==> config.mk <==
export PLATFORM = sky130hd
export DESIGN_NAME = mem_responder
export DESIGN_NICKNAME = d
export VERILOG_FILES = /design/src/rtl/mem_responder_pkg.sv /design/src/rtl/mem_array.sv /design/src/rtl/mem_responder.sv
export SDC_FILE = /design/constraint.sdc
export NUM_CORES = 2
export LEC_CHECK = 0
export BUFFER_PORTS_ARGS = -buffer_cell sky130_fd_sc_hd__buf_2
export CAP_MARGIN = 25
export CORE_MARGIN = 2
export CORE_UTILIZATION = 27
export DETAILED_ROUTE_END_ITERATION = 8
export GPL_TIMING_DRIVEN = 0
export HOLD_SLACK_MARGIN = 0.12
export SYNTH_ARGS = -nofsm -noshare
export SYNTH_HDL_FRONTEND = slang
export SYNTH_SLANG_ARGS = --single-unit
export TNS_END_PERCENT = 5
==> constraint.sdc <==
create_clock -name clk -period 7.8 [get_ports clk]
set_clock_uncertainty 0.15 [all_clocks]
set_input_delay 0.39 -clock clk [delete_from_list [all_inputs] [get_ports clk]]
set_output_delay 0.39 -clock clk [all_outputs]
set_load 0.02 [all_outputs]
==> src/rtl/mem_responder_pkg.sv <==
// Shared types and default sizing for the wait-state memory responder.
package mem_responder_pkg;

    localparam int unsigned WORD_SIZE_DEF   = 8;
    localparam int unsigned ADDR_SIZE_DEF   = 8;
    localparam int unsigned WAIT_STATES_DEF = 2;
    localparam int unsigned CNT_W           = 4;

    typedef enum logic [1:0] {
        ST_IDLE = 2'd0,
        ST_WAIT = 2'd1,
        ST_ACK  = 2'd2
    } state_e;

endpackage

==> src/rtl/mem_array.sv <==
// Single-port storage: synchronous write, synchronous registered read.
module mem_array #(
    parameter int unsigned WORD_SIZE = 8,
    parameter int unsigned ADDR_SIZE = 8
) (
    input  logic                 clk,
    input  logic                 rst,
    input  logic                 en,
    input  logic                 we,
    input  logic [ADDR_SIZE-1:0] addr,
    input  logic [WORD_SIZE-1:0] wdata,
    output logic [WORD_SIZE-1:0] rdata
);

    localparam int unsigned DEPTH = 1 << ADDR_SIZE;

    logic [WORD_SIZE-1:0] mem_q [DEPTH];
    logic [WORD_SIZE-1:0] rdata_q;

    // Storage contents survive reset.
    always_ff @(posedge clk) begin
        if (en && we) begin
            mem_q[addr] <= wdata;
        end
    end

    // Read register holds its value until the next read.
    always_ff @(posedge clk or negedge rst) begin
        if (!rst) begin
            rdata_q <= '0;
        end else if (en && !we) begin
            rdata_q <= mem_q[addr];
        end
    end

    assign rdata = rdata_q;

endmodule

==> src/rtl/mem_responder.sv <==
// Memory slave that answers each sampled request after WAIT_STATES cycles with a one-cycle ack.
module mem_responder
    import mem_responder_pkg::*;
#(
    parameter int unsigned WORD_SIZE   = WORD_SIZE_DEF,
    parameter int unsigned ADDR_SIZE   = ADDR_SIZE_DEF,
    parameter int unsigned WAIT_STATES = WAIT_STATES_DEF
) (
    input  logic                 clk,
    input  logic                 rst,
    input  logic [ADDR_SIZE-1:0] addr,
    input  logic [WORD_SIZE-1:0] data_in,
    input  logic                 req,
    input  logic                 wr,
    output logic [WORD_SIZE-1:0] data_out,
    output logic                 ack,
    output logic                 busy
);

    localparam bit NO_WAIT = (WAIT_STATES == 0);
    localparam logic [CNT_W-1:0] CNT_INIT = NO_WAIT ? '0 : CNT_W'(WAIT_STATES - 1);

    state_e               state_q, state_d;
    logic [CNT_W-1:0]     cnt_q, cnt_d;
    logic [ADDR_SIZE-1:0] addr_q, addr_d;
    logic [WORD_SIZE-1:0] wdata_q, wdata_d;
    logic                 wr_q, wr_d;
    logic                 ack_q, ack_d;
    logic                 busy_q, busy_d;

    logic                 mem_en_c;
    logic                 mem_we_c;
    logic [ADDR_SIZE-1:0] mem_addr_c;
    logic [WORD_SIZE-1:0] mem_wdata_c;

    always_ff @(posedge clk or negedge rst) begin
        if (!rst) begin
            state_q <= ST_IDLE;
            cnt_q   <= '0;
            addr_q  <= '0;
            wdata_q <= '0;
            wr_q    <= 1'b0;
            ack_q   <= 1'b0;
            busy_q  <= 1'b0;
        end else begin
            state_q <= state_d;
            cnt_q   <= cnt_d;
            addr_q  <= addr_d;
            wdata_q <= wdata_d;
            wr_q    <= wr_d;
            ack_q   <= ack_d;
            busy_q  <= busy_d;
        end
    end

    // The memory access fires on the edge that moves the FSM into ACK.
    always_comb begin
        state_d     = state_q;
        cnt_d       = cnt_q;
        addr_d      = addr_q;
        wdata_d     = wdata_q;
        wr_d        = wr_q;
        mem_en_c    = 1'b0;
        mem_we_c    = wr_q;
        mem_addr_c  = addr_q;
        mem_wdata_c = wdata_q;

        case (state_q)
            ST_IDLE: begin
                if (req) begin
                    addr_d  = addr;
                    wdata_d = data_in;
                    wr_d    = wr;
                    if (NO_WAIT) begin
                        // Zero wait states: commit straight from the live inputs.
                        state_d     = ST_ACK;
                        mem_en_c    = 1'b1;
                        mem_we_c    = wr;
                        mem_addr_c  = addr;
                        mem_wdata_c = data_in;
                    end else begin
                        state_d = ST_WAIT;
                        cnt_d   = CNT_INIT;
                    end
                end
            end
            ST_WAIT: begin
                if (cnt_q == '0) begin
                    state_d  = ST_ACK;
                    mem_en_c = 1'b1;
                end else begin
                    cnt_d = CNT_W'(cnt_q - 1'b1);
                end
            end
            ST_ACK: begin
                state_d = ST_IDLE;
            end
            default: begin
                state_d = ST_IDLE;
            end
        endcase

        ack_d  = (state_d == ST_ACK);
        busy_d = (state_d != ST_IDLE);
    end

    mem_array #(
        .WORD_SIZE (WORD_SIZE),
        .ADDR_SIZE (ADDR_SIZE)
    ) u_mem_array (
        .clk   (clk),
        .rst   (rst),
        .en    (mem_en_c),
        .we    (mem_we_c),
        .addr  (mem_addr_c),
        .wdata (mem_wdata_c),
        .rdata (data_out)
    );

    assign ack  = ack_q;
    assign busy = busy_q;

endmodule

# After elaboration in Yosys (flattened, before gate mapping)
# Memory sizes are Yosys's and may differ from the RTL's. A register that Yosys moved wholly into a read port is not among the register bits.
# Cells that the tools add are included.
[classes]
addsub = 1
eq_ne = 4
muxes = 10
reduce_logical = 10
[op_table]
columns = ["operator", "count"]
rows = [
  ["$mux 4", 2],
  ["$pmux 4 s2", 1],
  ["$logic_not 4->1", 1],
  ["$mux 1", 4],
  ["$mux 2", 2],
  ["$ne 2x2->1 const B", 2],
  ["$pmux 2 s2", 1],
  ["$reduce_bool 2->1", 2],
  ["$sub 4x1->4 const B", 1],
  ["$reduce_and 3->1", 1],
  ["$eq 2x1->1 const B", 1],
  ["$eq 2x2->1 const B", 1],
  ["$logic_and 1x1->1", 2],
  ["$logic_not 1->1", 2],
  ["$logic_not 2->1", 1],
  ["$reduce_and 2->1", 1],
]
[word_totals]
ff_bits = 25
ram_bits = 2048
input_bits = 20
output_inout_bits = 10
memories = 1
[mem_list]
columns = ["name", "words", "width", "rd", "rd_clocked_by_memory_dff", "write_ports", "line_no", "source"]
rows = [
  ["u_mem_array.mem_q", 256, 8, 1, 1, 1, "mem_array.sv:17", "logic [WORD_SIZE-1:0] mem_q [DEPTH];"],
]

# Logic depth before layout (Yosys ltp)
[depth]
depth_word = 6
ltp_mapped = 13

# Modules after synthesis
# A second synthesis with hierarchy kept.
[hier_totals]
hier_cells = 3834
hier_area_um2 = 80913.9
[modules_own_cells]
columns = ["mod", "instances", "cells_per_inst", "area_each_um2", "seq_area_each_um2"]
rows = [
  ["mem_array", 1, 3761, 79870.4, 61699.2],
  ["mem_responder", 1, 73, 1043.5, 625.6],
]

# Worst setup path after synthesis
# OpenSTA, ideal clock, no wires.
[synth_path]
path_type = "register to register"
start = "reg wdata_q[0], in the netlist mem_wdata_c[0]"
end = "mem u_mem_array.mem_q[0][0], data pin"
setup_time_ns = 0.803
arrival_ns = 3.181
slack_ns = 3.666
stages_incl_launch_ff = 1
period_less_slack_ns = 4.134
path_cell_list = "dfrtp_1"
[synth_lines]
columns = ["element", "line_no", "source"]
rows = [
  ["start, declared", "mem_responder.sv:26", "logic [WORD_SIZE-1:0] wdata_q, wdata_d;"],
  ["start signal, assigned", "mem_responder.sv:49", "wdata_q <= wdata_d;"],
  ["end, declared", "mem_array.sv:17", ""],
]
# Straight into the memory's write port.

# Worst setup path in the final report
[layout_path]
start = "reg addr_q[1]"
end = "mem u_mem_array.mem_q[118][3] (enable)"
[layout_lines]
columns = ["element", "line_no", "source"]
rows = [
  ["start, declared", "mem_responder.sv:25", "logic [ADDR_SIZE-1:0] addr_q, addr_d;"],
  ["start signal, assigned", "mem_responder.sv:48", "addr_q <= addr_d;"],
]
# Straight into the memory's write port.

==> flow_metrics.tcl <==
set metrics [dict create \
    wl_microns 306000 \
    drt_iter0_drc 9096 \
    drv_slew 0 \
    place_ws_ns 1.44 \
    clk_latency_ns 0.88 \
    place_inst 7878 \
    setup_viol 0 \
    firstDrtPassIters 8 \
    synth-seq-cells 2081 \
    period_needed_ns 6.75 \
    drive_gt1_share_pct 24.8 \
    cp_max_fo 10 \
    hold_viol_final 0 \
    synth-edff-count 2048 \
    syn_inst 3824 \
    synthToLayoutAreaGrowth_pct 16.4 \
    antenna_found_initial 24 \
    run_status "finished clean" \
    timing.fmax_ghz 0.148 \
    layout.nets 4188 \
    synthTopCellsByCount "2048 x edfxtp_1, 476 x mux4_2, 304 x nor2_1" \
    worstSetupPathType "register to register" \
    cts-htree-levels 4 \
    yosys-top-cells-area "edfxtp_1 76%, mux4_2 13%, mux2i_1 2.1%" \
    synth_top_cell_area_share_pct 75.9 \
    numCtsBuffers 206 \
    yosysSeqAreaShare_pct 76.9 \
    fp.dieH_microns 552 \
    power.density_nw_per_um2 407 \
    grtUsageTotal_pct 19.7 \
    dp_hpwl_microns 200000 \
    port-buffer-count 29 \
    worstMarginPinSlew_ns 1.21 \
    yosys_warnings 0 \
    syn-num-nets 3846 \
    yosysMostFrequentCell "edfxtp_1" \
    cts_resized 0 \
    finalPower_mw 38.4 \
    max-slew-margin-rel_pct 18.9 \
    post-synth-top-area-cell "edfxtp_1" \
    die_x_microns 552 \
    timing.final.crit_share_pct 86.5 \
    grt.overflow.total 0 \
    ant_nets 0 \
    rsz0062_at_grt "no" \
    via_count 45800 \
    ys_async_sr_fraction_pct 1.59 \
    nFillCells 28600 \
    synthFlopType "edfxtp_1" \
    holdWs_ns 0.170 \
    cts_tree "built" \
    root_buffer "clkbuf_16" \
    required_ns 8.13 \
    clk_pin_slew_ns 0.06 \
    core.rowCount 201 \
    boundaryPins 30 \
    syn-mean-instance-area_sq_um 21.2 \
    cts.path.max_buffers 3 \
    avgViaCountPerCell 5.52 \
    cp-end-kind "register" \
    core_area_sq_um 299000 \
    dieArea_sq_um 305000 \
    netlist_area_sq_um 81000 \
    grt_first_pass_wirelength_microns 398000 \
    cts_num_sinks 2081 \
    gp_congestion 1.01 \
    hp-class "primary input to register" \
    avgRoutedWirePerCell_microns 36.9 \
    leakage_nw 28.8 \
    start_util_pct 27.1 \
    critPathArrivalTime_ns 7.07 \
    layout.cells.non_filler 8302 \
    irDropWorstVdd_uv 258 \
    crit_path_start_kind "register" \
    drc 0 \
    yosysUniqueCellTypes 65 \
    setup_ws_ns 1.05 \
    grt_max_degree 99 \
    grt_pass1_vias 42900 \
    drv_cap 0 \
]
==> sequential cells by signal (all words and copies together), names as in the netlist <==
signal and flops:
busy 1, mem_we_c 1, u_mem_array.rdata 8, cnt_q 4, ack 1, u_mem_array.mem_q 2048, mem_wdata_c 8, state_q 2
addr_q 8
==> cell families (layout without fill, tap and decap cells) <==
| group | count (synthesis) | count (layout) | synth area share (%) |
|---|---|---|---|
| other cells | 0 | 10 | 0 |
| mux | 699 | 699 | 16.2 |
| simple gates | 526 | 526 | 2.81 |
| xor+xnor | 2 | 2 | 0.0216 |
| compound gates | 275 | 275 | 2.40 |
| fa+ha+maj | 2 | 2 | 0.0309 |
| buf+inv | 239 | 749 | 1.64 |
| flops | 2081 | 2081 | 76.9 |
==> cells in the final DEF (no fill, tap or decap), types with 17 or more instances in the layout <==
cell,Yosys,final
bufinv_16,0,17
buf_4,54,67
dlygate4sd3_1,0,24
mux2_2,44,44
a21oi_1,34,34
nor2_1,304,303
buf_8,0,19
dfrtp_1,33,25
o21ai_0,26,26
nor2b_1,24,24
buf_2,76,112
mux4_2,476,476
clkinv_2,0,22
mux2i_1,172,172
clkbuf_1,78,113
nand2_1,93,93
nand3_1,38,38
clkinv_1,1,59
clkbuf_16,0,207
o22ai_1,37,37
a22oi_1,73,73
edfxtp_1,2048,2048
buf_16,0,21
buf_6,11,27
==> per-stage QoR <==
stage	TNS (ns)	area (sq um)	utilization, %
6_report	0	94300	31.5
2_1_floorplan	0	81000	-
3_5_place_dp	0	87400	29.2
5_1_grt	0	94300	31.5
3_3_place_gp	-15.03	86100	28.8
4_1_cts	0	94200	31.5
==> where the power goes <==
group          total, mW  internal [mW]  switching [mW]  leakage (nW)
sequential          14.5           14.0           0.409          18.8
combinational       14.1           3.98            10.1          6.84
clock               9.88           5.45            4.42          3.16
==> final cells by class <==
| cell class | count | area (sq um) | area share (%) |
|---|---|---|---|
| buffer | 233 | 1330 | 1.41 |
| timing repair buffer | 134 | 1690 | 1.79 |
| antenna | 10 | 25.0 | 0.0265 |
| clock inverter | 119 | 1170 | 1.24 |
| sequential | 2081 | 62400 | 66.1 |
| inverter | 6 | 25.0 | 0.0265 |
| tap | 3958 | 4950 | 5.25 |
| multi-input combinational | 1504 | 17400 | 18.4 |
| clock buffer | 257 | 5370 | 5.69 |
==> path summary, 6_finish.rpt <==
path | from | to | slack (ns) | depth (start not counted)
max | addr_q[1]$_DFFE_PN0P_ | u_mem_array.mem_q[118][3]$_DFFE_PP_ | 1.05 | 9
min | req | busy$_DFF_PN0_ | 0.17 | 4
max reg2reg | addr_q[1]$_DFFE_PN0P_ | u_mem_array.mem_q[118][3]$_DFFE_PP_ | 1.05 | 9
min reg2reg | state_q[1]$_DFF_PN0_ | busy$_DFF_PN0_ | 0.29 | 1
max in group asynchronous | rst | mem_wdata_c[7]$_DFFE_PN0P_ | 6.53 | 4
min in group asynchronous | rst | u_mem_array.rdata[4]$_DFFE_PN0P_ | 0.40 | 3
==> metal layers <==
layer,track usage (%),vias up,routed length [microns]
met1,24.7,24700,110000
met3,7.40,804,42900
met4,11.1,16,20300
met5,0,-,110
li1,-,16600,-
met2,29.1,3664,133000
==> what timing repair did <==
action | in CTS | in global routing
buffers inserted | 0 | 0
hold endpoints to repair | 54 | 0
hold buffers | 25 | 0
==> worst max-delay path: stages, from the launching register on <==
cell and delay (ns):
dfrtp_1 0.34, buf_2 0.45, buf_4 0.47, buf_4 0.57
buf_4 0.50, clkinv_1 0.61, nor3_1 0.65, nand2_1 0.84
clkbuf_2 0.71, nor2_1 0.96
Note: power is estimated with default switching activity, not from simulation.
